### src/rtl/serial_sub_pkg.sv
// Shared types and helpers for the bit-serial subtractor.
// Optional feature macro used by this slice: SERIAL_SUB_OVF_EN (signed overflow flag).
package serial_sub_pkg;

    // Controller states, 2-bit encoding
    typedef enum logic [1:0] {
        IDLE  = 2'd0,
        SHIFT = 2'd1,
        DONE  = 2'd2
    } state_t;

    // Bit-counter width: enough to index bits 0..WIDTH-1, never less than one bit
    function automatic int cnt_width(input int width);
        return (width < 2) ? 1 : $clog2(width);
    endfunction

endpackage

### src/rtl/serial_sub_full_sub.sv
// One-bit full subtractor: d = a - b - bin, with borrow out.
module full_sub (
    input  logic a,
    input  logic b,
    input  logic bin,
    output logic d,
    output logic bout
);

    // Difference bit and borrow generation for a single bit position
    always_comb begin
        d    = a ^ b ^ bin;
        bout = (~a & b) | (~(a ^ b) & bin);
    end

endmodule

### src/rtl/serial_sub.sv
// Bit-serial subtractor: diff = ain - bin - bor_in, one bit per clock, LSB first.
// Valid/ready handshake on both sides, one operation in flight at a time.
// Define SERIAL_SUB_OVF_EN to add the registered signed-overflow output 'ovf'.
module serial_sub
    import serial_sub_pkg::*;
#(
    parameter int WIDTH = 8
) (
    input  logic             clk,
    input  logic             rst_n,
    input  logic             in_valid,
    output logic             in_ready,
    input  logic [WIDTH-1:0] ain,
    input  logic [WIDTH-1:0] bin,
    input  logic             bor_in,
    output logic             out_valid,
    input  logic             out_ready,
    output logic [WIDTH-1:0] diff,
    output logic             borrow
`ifdef SERIAL_SUB_OVF_EN
    ,
    output logic             ovf
`endif
);

    localparam int CNT_W = cnt_width(WIDTH);
    localparam logic [CNT_W-1:0] LAST_BIT = CNT_W'(WIDTH - 1);

    state_t           state;
    logic [CNT_W-1:0] cnt;
    logic [WIDTH-1:0] a_sh;
    logic [WIDTH-1:0] b_sh;
    logic             br;
    logic             d_bit;
    logic             b_out;

    // Single shared bit-slice; operands present their current LSB each cycle
    full_sub u_full_sub (
        .a    (a_sh[0]),
        .b    (b_sh[0]),
        .bin  (br),
        .d    (d_bit),
        .bout (b_out)
    );

    // Handshake flags come straight from the state so they are glitch-free
    always_comb begin
        in_ready  = (state == IDLE);
        out_valid = (state == DONE);
    end

    // Controller, operand shifters, result shifter and borrow chain
    always_ff @(posedge clk or negedge rst_n) begin
        if (!rst_n) begin
            state  <= IDLE;
            cnt    <= '0;
            a_sh   <= '0;
            b_sh   <= '0;
            br     <= 1'b0;
            diff   <= '0;
            borrow <= 1'b0;
`ifdef SERIAL_SUB_OVF_EN
            ovf    <= 1'b0;
`endif
        end else begin
            case (state)
                IDLE: begin
                    if (in_valid) begin
                        a_sh  <= ain;
                        b_sh  <= bin;
                        br    <= bor_in;
                        cnt   <= '0;
                        state <= SHIFT;
                    end
                end
                SHIFT: begin
                    diff <= {d_bit, diff[WIDTH-1:1]};
                    a_sh <= a_sh >> 1;
                    b_sh <= b_sh >> 1;
                    br   <= b_out;
                    if (cnt == LAST_BIT) begin
                        // a_sh[0]/b_sh[0] hold the operand MSBs on this final edge
                        borrow <= b_out;
`ifdef SERIAL_SUB_OVF_EN
                        ovf    <= (a_sh[0] != b_sh[0]) && (d_bit != a_sh[0]);
`endif
                        state  <= DONE;
                    end else begin
                        cnt <= cnt + CNT_W'(1);
                    end
                end
                DONE: begin
                    if (out_ready) begin
                        state <= IDLE;
                    end
                end
                default: state <= IDLE;
            endcase
        end
    end

endmodule

### config.mk
export PLATFORM = sky130hd
export DESIGN_NAME = serial_sub
export DESIGN_NICKNAME = d
export VERILOG_FILES = /design/src/rtl/serial_sub_pkg.sv /design/src/rtl/serial_sub_full_sub.sv /design/src/rtl/serial_sub.sv
export SDC_FILE = /design/constraint.sdc
export NUM_CORES = 1
export LEC_CHECK = 0
export ABC_CLOCK_PERIOD_IN_PS = 1900
export CORE_ASPECT_RATIO = 1.1
export CORE_MARGIN = 5
export CORE_UTILIZATION = 50
export DETAILED_ROUTE_END_ITERATION = 8
export GPL_TIMING_DRIVEN = 0
export PLACE_DENSITY = 0.78
export SLEW_MARGIN = 10
export SYNTH_ARGS = -nofsm -noshare
export SYNTH_HDL_FRONTEND = slang
export SYNTH_SLANG_ARGS = --single-unit
### constraint.sdc
create_clock -name clk -period 1.9 [get_ports clk]
set_clock_uncertainty 0.2 [all_clocks]
set_input_delay 0.285 -clock clk [delete_from_list [all_inputs] [get_ports clk]]
set_output_delay 0.285 -clock clk [all_outputs]
set_load 0.03 [all_outputs]
; Yosys cells after proc, flatten, opt, wreduce, memory -nomap -nowiden
; Index checks and enable logic that the tools add are counted.
[classes]
addsub = 1
n_eq_ne = 7
muxes = 13
n_bitwise = 7
n_reduce_logical = 6
[ops]
columns = op, n
row1 = one-hot mux 8 bit (2 select lines), 2
row2 = 2-to-1 mux 8 bit, 2
row3 = 2-to-1 mux 2 bit, 3
row4 = 2-to-1 mux 3 bit, 2
row5 = "inequality test 2 bit, second input constant", 3
row6 = one-hot mux 2 bit (3 select lines), 1
row7 = one-hot mux 3 bit (2 select lines), 1
row8 = AND reduction 3 bit, 2
row9 = AND reduction 2 bit, 2
row10 = "adder 3 x 1 -> 3 bit, second input constant", 1
row11 = "== test 3 bit, second input constant", 1
row12 = AND 1 bit, 2
row13 = "== test 2 x 1 -> 1 bit, second input constant", 1
row14 = "== test 2 bit, second input constant", 1
row15 = zero test 2 bit, 1
row16 = "inequality test 2 x 1 -> 1 bit, second input constant", 1
row17 = inverter 1 bit, 2
row18 = one-hot mux 1 bit (2 select lines), 1
row19 = nonzero test 2 bit, 1
row20 = XOR 1 bit, 2
row21 = 2-to-1 mux 1 bit, 1
row22 = OR 1 bit, 1
[word_totals]
ff_bits = 31
out_inout_bits = 11

; Depth between registers and ports, before layout
; Gate-level depths: netlist of run 1.
[logic_depth]
ltp_word = 5
ltp_mapped = 4
depth_no_buf = 4

; Cells and area by module
; A second synthesis of run 1 with hierarchy kept.
[unflattened]
cells_unflattened = 148
area_unflattened_um2 = 1431.4
[by_module_without_submodules]
columns = module, instances, cells_per_inst, area_each_um2, seq_area_each_um2
row1 = serial_sub, 1, 144, 1400.1, 775.7
row2 = full_sub, 1, 4, 31.3, 0.0

; Worst setup path before layout of run 1
; Ideal clock, no wire load.
[synth_timing]
path_kind = reg-to-reg
start = reg state[0]
end = reg b_sh[0]
setup_ns = 0.168
arrival_ns = 1.333
required_ns = 1.532
path_slack_ns = 0.199
stages_incl_launch_ff = 4
n_path_buf = 1
synth_period_minus_slack_ns = 1.701
path_cell_list = dfrtp_1 > buf_6 > nor2_1 > a222oi_1
[synth_between]
elab_chain_cells = 3
elab_cells_between_ends = 6
cone_classes = 2 x eq/ne / 1 x mux / 3 x reduce/logical
[synth_lines]
columns = element, line_no
row1 = "start, declared", serial_sub.sv:29  ; state_t state;
row2 = "start signal, assigned", serial_sub.sv:55  ; state <= IDLE;
row3 = "start signal, assigned", serial_sub.sv:73  ; state <= SHIFT;
row4 = "start signal, assigned", serial_sub.sv:87  ; state <= DONE;
row5 = zero test 2 bit *, n/a
row6 = named net in_ready, serial_sub.sv:12  ; output logic in_ready,
row7 = inequality test 2 bit (no source line) or nonzero test 2 bit (tied branches), n/a
row8 = AND reduction 2 bit (no source line), n/a
row9 = "end signal, assigned", serial_sub.sv:70  ; b_sh <= bin;
row10 = "end signal, assigned", serial_sub.sv:79  ; b_sh <= b_sh >> 1;
row11 = "end, declared", serial_sub.sv:32  ; logic [WIDTH-1:0] b_sh;
; The timed path passes the listed nets; every way through them passes the cells marked *.
; A chain may end at the register's enable or synchronous reset.

; Worst setup path after layout of run 1
[layout_timing]
start = reg diff[0]
end = out diff[0]
[layout_lines]
columns = element, line_no
row1 = "start, declared", serial_sub.sv:18  ; output logic [WIDTH-1:0] diff,
row2 = "start signal, assigned", serial_sub.sv:77  ; diff <= {d_bit, diff[WIDTH-1:1]};
; No word-level cell between the ends.

==> run_results.csv, run 1 <==
group,metric,value,unit
clock_tree,tritoncts,"yes",
route,final_antenna_net_count,0,
synth,synth_top_area_cell,"dfrtp_1",
route,firstDrtPassIters,4,
cells_and_area,final_common_cell,"dfrtp_1",
setup_path,crit_chain,"clkdlybuf4s50_1",
setup_path,cp_slowest_cell,"clkdlybuf4s50_1",
synth,synth_nets,157,
power_and_ir_drop,ir_worst_vdd,1.12,mV
power_and_ir_drop,total_power,3.26,mW
cells_and_area,final_cell_mix,"dfrtp_1, clkdlybuf4s50_1, inv_1",
clock_tree,insertion_delay,0.32,ns
setup_path,r2r_slack,0.22,ns
global_route,grt_pass1_wl,5810,µm
setup_path,cp-start-kind,"flop",
setup_path,crit_path_start,"diff[0]$_DFFE_PN0N_",
setup_path,crit_type,"flop to primary output",
sta,layout_setup_ws,0.0789,ns
synth,syn_area,0.00155,mm²
place,dpl.hpwl,2490,µm
min_path,hold_path.startpoint,"a_sh[7]$_DFFE_PN0P_",
sta,tightest_slew,0.698,ns
setup_path,cp.depth,1,
floorplanning,die_h,68.3,µm
global_route,grt_usage,17.5,%
sta,finalSetupTns,0,ns
synth,ys_types,32,
floorplanning,fp.dieArea,0.00431,mm²
power_and_ir_drop,powerDensity,1600,mW/mm²
run,maxCapViolCount,0,
sta,max_freq,549,MHz
route,drc_errors,0,
cells_and_area,nNetsFinal,198,
sta,finalSetupViolCount,0,
synth,synth_edf_count,0,
clock_tree,clk_transition_reported_paths,0.10,ns
run_status,status,"finished clean",
synth,async_flop_share,100,%
cells_and_area,fill_cells,236,
cells_and_area,instances_no_fill,209,
clock_tree,numCtsBuffers,5,
sta,rsz0062_at_grt,"no",
setup_path,worstReg2RegStart,"cnt[0]$_DFFE_PN0P_",
floorplanning,coreArea,0.00302,mm²
setup_path,rr_endpoint,"cnt[1]$_DFFE_PN0P_",
synth,synth_warnings,0,
clock_tree,cts_sinks,31,
setup_path,critPathMaxFanout,2,
cells_and_area,diodes,0,
synth,synth_top_cells_by_area,"dfrtp_1, mux2_2, nor4b_1, nor3b_1, inv_1",
setup_path,critPathCapture,"diff[0]",
route,drtIter0Drc,36,
cells_and_area,fin_util,67.3,%
synth,syn_inst,133,
global_route,grt_pass1_vias,1231,
place,pre_cts_ws,-0.358,ns
setup_path,critPathMaxStageDelay,0.66,ns
synth,ys_ff_latch,31,
setup_path,path_buf_inv,1,
cells_and_area,drive_above_1_share,21.7,%
sta,slew_violations,0,
synth,synth.avg_cell_area,11.6,µm²
setup_path,cpLargestDelayFamily,"buffers and inverters",
clock_tree,cts_root_buf,"clkbuf_4",
sta,fin_crit,1.82,ns
floorplanning,start_util,51.2,%
place,place.gp.congestion,0.767,
setup_path,cp.required,1.41,ns
clock_tree,htree_levels,2,
place,portBuffers,31,
clock_tree,clockBufferDepth,2,
sta,max_slew_margin,53.5,%
route,vias_per_cell,5.64,
sta,final_hold_viol_count,0,
floorplanning,chipWidth,63.0,µm
power_and_ir_drop,power_leakage,0.964,nW
floorplanning,io_pins,32,
synth,yosys.area.top_type_share,50.2,%
synth,synth_seq_area_share,50.2,%
setup_path,end_kind,"primary output",
setup_path,rr_worst_depth,4,
route,wire_per_inst,16.2,µm
sta,fin_crit_sh,95.8,%
synth,synth-main-ff-cell,"dfrtp_1",
global_route,grt_max_degree,32,
setup_path,cp.arrival,1.34,ns
place,placed_cells,198,
route,vias,1178,
global_route,grt_remaining_overflow,0,
cells_and_area,area_growth,31.5,%
route,wirelength,3380,µm
floorplanning,num_rows,21,
global_route,grt_antenna_before_repair,0,
min_path,hold_path.class,"flop to flop",
-- worst reg2reg max path: cells and delay by family, from the launching register on --
family	cells	cell delay (ns)
simple gates	1	0.33
flops	1	0.42
compound gates	1	0.18
fa+ha+maj	2	0.46
-- worst min path at each step --
| stage | to | depth (start not counted) |
|---|---|---|
| finish | a_sh[7]$_DFFE_PN0P_ | 1 |
| global route | state[1]$_DFFE_PN0P_ | 2 |
| CTS | state[1]$_DFFE_PN0P_ | 2 |
| detailed placement | cnt[0]$_DFFE_PN0P_ | 1 |
| global placement | a_sh[7]$_DFFE_PN0P_ | 1 |
| floorplan | a_sh[0]$_DFFE_PN0P_ | 0 |
-- state kept, by name (all words and copies together), names as in the netlist --
signal	count
borrow	1
state	2
br	1
a_sh	8
cnt	3
b_sh	8
diff	8
-- cells in the mapped netlist, types with 2 or more instances --
cell / n
a211oi_1: 8
dfrtp_1: 31
mux2_2: 8
buf_4: 2
nor4b_1: 8
nand3_1: 3
nor2b_1: 4
ha_1: 2
nor3b_1: 9
buf_6: 3
o221ai_1: 3
inv_1: 17
buf_2: 4
o221a_2: 3
or4b_1: 3
nand2b_1: 5
nand2_1: 2
a222oi_1: 4
-- final cells by class --
type | instances | area, µm² | area share [%]
buffer | 10 | 78.8 | 3.88
clock buffer | 6 | 51.3 | 2.52
clock inverter | 2 | 35.0 | 1.72
inverter | 17 | 63.8 | 3.14
multi-input combinational | 75 | 642 | 31.6
sequential | 31 | 777 | 38.2
tap | 34 | 42.5 | 2.09
timing repair buffer | 34 | 343 | 16.9
-- layer usage --
| layer | routed length (µm) | up-vias | GRT usage [%] |
|---|---|---|---|
| li1 | - | 565 | - |
| met1 | 1490 | 576 | 21.3 |
| met2 | 1690 | 32 | 30.8 |
| met3 | 158 | 5 | 3.78 |
| met4 | 46 | 0 | 6.37 |
| met5 | 0 | - | 0 |
-- through the flow --
stage / instance area (µm²) / hold slack (ns)
2_1_floorplan: 1550 / -0.211
3_5_place_dp: 1890 / 0.169
5_1_grt: 2030 / 0.317
6_report: 2030 / 0.308
4_1_cts: 1990 / 0.303
3_3_place_gp: 1900 / 0.281
-- logic make-up (layout without fill, tap and decap cells) --
logic type | Yosys count | after routing | synth area share (%)
compound gates | 24 | 24 | 13.4
fa+ha+maj | 3 | 3 | 2.91
buf+inv | 27 | 69 | 8.82
flops | 31 | 31 | 50.2
mux | 9 | 9 | 6.47
simple gates | 39 | 39 | 18.2
-- power breakdown --
group / switching, mW / leakage [nW] / internal, mW
Clock: 0.222 / 0.0482 / 0.311
Sequential: 0.179 / 0.364 / 0.978
Combinational: 0.805 / 0.552 / 0.765
Total: 1.21 / 0.964 / 2.05
-- repair_timing --
item | 4_1_cts | 5_1_grt
buffers inserted | 0 | 2
endpoints found under the hold margin | 31 | 0
pin swaps | 0 | 0
resized for setup | 14 | 10
hold buffers | 1 | 0
setup endpoints to repair | 2 | 10
(Power assumes the default switching activity.)
==> run 2: changes to the inputs <==
--- a/config.mk
+++ b/config.mk
@@ -5,7 +5,7 @@
 export SDC_FILE = /design/constraint.sdc
 export NUM_CORES = 1
 export LEC_CHECK = 0
-export ABC_CLOCK_PERIOD_IN_PS = 1900
+export ABC_CLOCK_PERIOD_IN_PS = 2220
 export CORE_ASPECT_RATIO = 1.1
 export CORE_MARGIN = 5
 export CORE_UTILIZATION = 50
==> constraint.sdc (replaced) <==
create_clock -name clk -period 2.22 [get_ports clk]
set_clock_uncertainty 0.2 [all_clocks]
set_input_delay 0.333 -clock clk [delete_from_list [all_inputs] [get_ports clk]]
set_output_delay 0.333 -clock clk [all_outputs]
set_load 0.03 [all_outputs]
==> run 2 against run 1 <==
  * First-iteration DRC count did not move
  * Sequential cell count did not move
  * Clock power fell by 14%
  * Die area did not move
  * Global-route usage fell by 0.071 points
  * Sequential power fell by 14%
  * Non-clock buffer count fell by 2
  * Core utilization fell by 1.7 points
  * Critical endpoint is now in_ready
  * Critical path depth rose by 2
  * Via count fell by 1.2%
==> run_results.csv, run 2 (same netlist as run 1, synthesis figures left out) <==
group,metric,value,unit
min_path,holdPathStages,1,
global_route,grt_pass1_wl,5780,µm
global_route,grt_antenna_before_repair,0,
floorplanning,die_h,68.3,µm
power_and_ir_drop,power.internal,1.74,mW
power_and_ir_drop,total_power,2.77,mW
setup_path,crit_type,"flop to primary output",
route,firstDrtPassIters,4,
setup_path,rr_worst_depth,4,
clock_tree,cts_setup_buffers,0,
clock_tree,cts_sinks,31,
cells_and_area,final_cell_mix,"dfrtp_1, clkdlybuf4s50_1, inv_1",
place,portBuffers,31,
cells_and_area,nNetsFinal,196,
place,place.gp.congestion,0.767,
sta,rsz0062_at_grt,"no",
clock_tree,htree_levels,2,
route,wirelength,3380,µm
sta,fin_crit_sh,91.8,%
sta,max_freq,491,MHz
floorplanning,chipWidth,63.0,µm
sta,fin_crit,2.04,ns
setup_path,worstReg2RegStart,"cnt[0]$_DFFE_PN0P_",
min_path,min_to,"a_sh[7]$_DFFE_PN0P_",
power_and_ir_drop,p_switching,1.03,mW
route,vias_per_cell,5.62,
route,final_antenna_net_count,0,
sta,tightest_slew,0.692,ns
setup_path,critPathMaxFanout,10,
clock_tree,tritoncts,"yes",
min_path,hold_path.startpoint,"a_sh[7]$_DFFE_PN0P_",
setup_path,cp.arrival,1.50,ns
sta,finalSetupViolCount,0,
power_and_ir_drop,power_frac_clock,16.5,%
setup_path,cp.required,1.69,ns
global_route,grt_remaining_overflow,0,
floorplanning,fp.dieArea,0.00431,mm²
global_route,grt_pass1_vias,1227,
cells_and_area,reg_top3,"a_sh x8, b_sh x8, diff x8",
clock_tree,numCtsBuffers,5,
sta,max_slew_margin,53.9,%
sta,final_hold_viol_count,0,
setup_path,rr_endpoint,"cnt[1]$_DFFE_PN0P_",
floorplanning,coreArea,0.00302,mm²
cells_and_area,drive_above_1_share,20.2,%
place,dpl.hpwl,2490,µm
clock_tree,cts_root_buf,"clkbuf_4",
clock_tree,clk_transition_reported_paths,0.10,ns
power_and_ir_drop,power_leakage,0.877,nW
cells_and_area,diodes,0,
route,drc_errors,0,
clock_tree,clockBufferDepth,2,
sta,holdWs,0.308,ns
route,wire_per_inst,16.3,µm
floorplanning,io_pins,32,
route,vias,1164,
setup_path,cp-start-kind,"flop",
run_status,status,"finished clean",
cells_and_area,area_growth,28.2,%
setup_path,r2r_slack,0.54,ns
cells_and_area,final_common_cell,"dfrtp_1",
global_route,grt_max_degree,32,
route,drtIter0Drc,36,
run,maxCapViolCount,0,
power_and_ir_drop,ir_worst_vdd,0.902,mV
floorplanning,num_rows,21,
min_path,hold_path.class,"flop to flop",
power_and_ir_drop,netSwitchingFraction,37.2,%
global_route,grt_usage,17.4,%
power_and_ir_drop,comb_power_share,47.5,%
power_and_ir_drop,powerDensity,1400,mW/mm²
setup_path,end_kind,"primary output",
sta,slew_violations,0,
clock_tree,insertion_delay,0.32,ns
floorplanning,start_util,51.2,%
power_and_ir_drop,pwr-share-seq,36.1,%
run 2: final cells by class:
type	count	area, µm²
sequential	31	776
buffer	10	72.6
timing repair buffer	32	305
fill	243	1040
multi-input combinational	75	637
inverter	17	63.8
tap	34	42.5
clock buffer	6	51.3
clock inverter	2	35.0
run 2: critical path, cell delays in order, from the launching register on:
cell and delay (ns):
dfrtp_1 0.48, buf_6 0.18, nor2_2 0.25, clkbuf_2 0.27
run 2: worst max path at each step:
| stage | start | endpoint | slack, ns | cells past startpoint |
|---|---|---|---|---|
| final | state[0]$_DFFE_PN0P_ | in_ready | 0.18 | 3 |
| after detailed placement | state[0]$_DFFE_PN0P_ | in_ready | -0.09 | 3 |
| after global placement | state[0]$_DFFE_PN0P_ | in_ready | -0.05 | 3 |
| after floorplan | state[0]$_DFFE_PN0P_ | b_sh[0]$_DFFE_PN0P_ | 0.52 | 3 |
| after global routing | state[0]$_DFFE_PN0P_ | in_ready | 0.12 | 3 |
| after CTS | state[0]$_DFFE_PN0P_ | in_ready | 0.01 | 3 |
run 2: per-layer routing:
layer | vias to the layer above | global-route usage (%) | wire length [µm]
li1 | 560 | - | -
met1 | 569 | 21.1 | 1460
met2 | 30 | 30.8 | 1710
met3 | 5 | 3.78 | 161
met4 | 0 | 6.37 | 46
met5 | - | 0 | 0
run 2: timing repair:
action                                  in CTS  in global routing
gates resized for setup                      4                  3
endpoints found under the hold margin       31                  0
hold buffers                                 1                  0
endpoints found under the setup margin       2                  2
run 2: stage by stage:
| step | TNS, ns | instances | util, % | instance area (µm²) | setup WS, ns |
|---|---|---|---|---|---|
| 6_report | 0 | 207 | 65.6 | 1980 | 0.182 |
| 5_1_grt | 0 | 207 | 65.6 | 1980 | 0.115 |
| 4_1_cts | 0 | 207 | 65.9 | 1990 | 0.0114 |
| 3_5_place_dp | -0.0860 | 198 | 62.7 | 1890 | -0.0860 |
| 3_3_place_gp | -0.0469 | 198 | 62.9 | 1900 | -0.0469 |
| 2_1_floorplan | 0 | 133 | - | 1550 | 0.519 |
run 2: power groups by stage:
stage	Clock, mW	Sequential [mW]	Combinational, mW
final	0.457	1.00	1.32
after global placement	0	0.993	1.27
after global routing	0.493	1.03	1.45
after detailed placement	0	1.02	1.33
after floorplan	0	1.14	0.767
after CTS	0.472	1.00	1.33
==> run 3: changes to the inputs <==
--- a/config.mk
+++ b/config.mk
@@ -8,10 +8,10 @@
 export ABC_CLOCK_PERIOD_IN_PS = 2220
 export CORE_ASPECT_RATIO = 1.1
 export CORE_MARGIN = 5
-export CORE_UTILIZATION = 50
+export CORE_UTILIZATION = 54
 export DETAILED_ROUTE_END_ITERATION = 8
 export GPL_TIMING_DRIVEN = 0
-export PLACE_DENSITY = 0.78
+export PLACE_DENSITY = 0.84
 export SLEW_MARGIN = 10
 export SYNTH_ARGS = -nofsm -noshare
 export SYNTH_HDL_FRONTEND = slang
==> run 3 against run 2 <==
  * Global-route usage rose by 2.6 points
  * Critical endpoint unchanged
  * Via count rose by 3.0%
  * Die area fell by 6.3%
  * Design area fell by 1.3%
  * Wire length fell by 0.15%
==> run_results.csv, run 3 (same netlist as run 1, synthesis figures left out) <==
group,metric,value,unit
clock_tree,htree_levels,2,
clock_tree,tritoncts,"yes",
route,vias,1199,
clock_tree,cts_setup_buffers,0,
floorplanning,coreArea,0.00275,mm²
setup_path,cpLargestDelayFamily,"buffers and inverters",
global_route,grt_usage,20.0,%
run,maxCapViolCount,0,
cells_and_area,diodes,0,
place,dpl.hpwl,2410,µm
clock_tree,insertion_delay,0.33,ns
global_route,grt_max_degree,32,
route,vias_per_cell,5.82,
setup_path,crit_chain,"buf_6, nor2_4, clkdlybuf4s15_2",
floorplanning,die_h,66.1,µm
place,portBuffers,31,
setup_path,critPathMaxStageDelay,0.48,ns
setup_path,crit_type,"flop to primary output",
cells_and_area,final_cell_mix,"dfrtp_1, clkdlybuf4s50_1, inv_1",
floorplanning,fp.dieArea,0.00404,mm²
cells_and_area,fin_util,71.1,%
global_route,grt_pass1_wl,5920,µm
clock_tree,clockBufferDepth,2,
setup_path,path_buf_inv,2,
global_route,grt_remaining_overflow,0,
setup_path,cp.arrival,1.51,ns
clock_tree,cts_sinks,31,
floorplanning,io_pins,32,
sta,holdWs,0.305,ns
sta,tightest_slew,0.681,ns
sta,finalSetupViolCount,0,
cells_and_area,reg_top3,"a_sh x8, b_sh x8, diff x8",
route,wirelength,3370,µm
route,drtIter0Drc,62,
sta,final_hold_viol_count,0,
min_path,hold_path.class,"flop to flop",
sta,fin_crit_sh,91.9,%
sta,rsz0062_at_grt,"no",
sta,slew_violations,0,
cells_and_area,nNetsFinal,196,
power_and_ir_drop,powerDensity,1350,mW/mm²
route,wire_per_inst,16.4,µm
setup_path,end_kind,"primary output",
cells_and_area,area_growth,26.5,%
power_and_ir_drop,ir_worst_vdd,0.785,mV
floorplanning,chipWidth,61.0,µm
setup_path,cp_slowest_cell,"dfrtp_1",
setup_path,cp.required,1.69,ns
setup_path,critPathMaxFanout,10,
power_and_ir_drop,power_leakage,0.859,nW
floorplanning,num_rows,20,
sta,max_slew_margin,54.6,%
route,final_antenna_net_count,0,
place,place.gp.congestion,0.747,
cells_and_area,regArea,776,µm²
floorplanning,start_util,56.2,%
run_status,status,"finished clean",
route,drc_errors,0,
global_route,grt_antenna_before_repair,0,
clock_tree,numCtsBuffers,5,
setup_path,cp-start-kind,"flop",
clock_tree,cts_root_buf,"clkbuf_4",
route,firstDrtPassIters,5,
global_route,grt_pass1_vias,1280,
sta,max_freq,490,MHz
cells_and_area,drive_above_1_share,19.1,%
clock_tree,clk_transition_reported_paths,0.10,ns
cells_and_area,multi_input_area,642,µm²
cells_and_area,final_common_cell,"dfrtp_1",
cells_and_area,fill_cells,231,
sta,fin_crit,2.04,ns
run 3: power breakdown:
part | total (mW) | internal, mW | switching (mW)
registers | 1.00 | 0.835 | 0.167
logic | 1.33 | 0.648 | 0.677
clock network | 0.315 | 0.123 | 0.192
run 3: path summary, 6_finish.rpt:
check,startpoint,slack (ns),to,cells after the start
setup / recovery,state[0]$_DFFE_PN0P_,0.18,in_ready,3
max in group asynchronous,rst_n,1.00,a_sh[5]$_DFFE_PN0P_,2
setup reg to reg,cnt[0]$_DFFE_PN0P_,0.55,cnt[2]$_DFFE_PN0P_,4
hold / removal,a_sh[7]$_DFFE_PN0P_,0.31,a_sh[7]$_DFFE_PN0P_,1
min in group asynchronous,rst_n,0.38,cnt[0]$_DFFE_PN0P_,2
hold reg to reg,a_sh[7]$_DFFE_PN0P_,0.31,a_sh[7]$_DFFE_PN0P_,1
run 3: worst reg2reg max path, delay by kind of cell (launching register included):
| kind | cells | cell delay, ns |
|---|---|---|
| AOI/OAI and AO/OA | 1 | 0.17 |
| and+or+nand+nor | 1 | 0.33 |
| DFF | 1 | 0.42 |
| adders and majority gates | 2 | 0.47 |
run 3: stage by stage:
stage	total power, mW	setup slack [ns]	cells	setup TNS [ns]	cell area [µm²]
finish	2.64	0.181	206	0	1960
global route	2.85	0.0982	206	0	1960
CTS	2.66	0.0545	206	0	1960
detailed placement	2.34	-0.0982	197	-0.0982	1890
global placement	2.26	-0.0924	197	-0.0924	1900
floorplan	1.91	0.519	133	0	1550
run 3: metal layers:
| metal | wire length [µm] | up-vias | track usage [%] |
|---|---|---|---|
| met5 | 0 | - | 0 |
| met4 | 81 | 0 | 11.1 |
| met3 | 235 | 7 | 6.25 |
| met2 | 1680 | 36 | 30.8 |
| met1 | 1380 | 592 | 24.4 |
| li1 | - | 564 | - |
run 3: layout make-up:
| class | instances | area share, % |
|---|---|---|
| tap | 33 | 2.11 |
| buffer | 10 | 3.71 |
| multi-input combinational | 75 | 32.8 |
| sequential | 31 | 39.6 |
| clock buffer | 7 | 2.30 |
| timing repair buffer | 32 | 15.9 |
| clock inverter | 1 | 0.256 |
| inverter | 17 | 3.26 |
run 3: timing repair:
| item | CTS | global route |
|---|---|---|
| resized for setup | 5 | 3 |
| endpoints found under the setup margin | 2 | 2 |
| endpoints found under the hold margin | 31 | 0 |
| hold buffers | 1 | 0 |
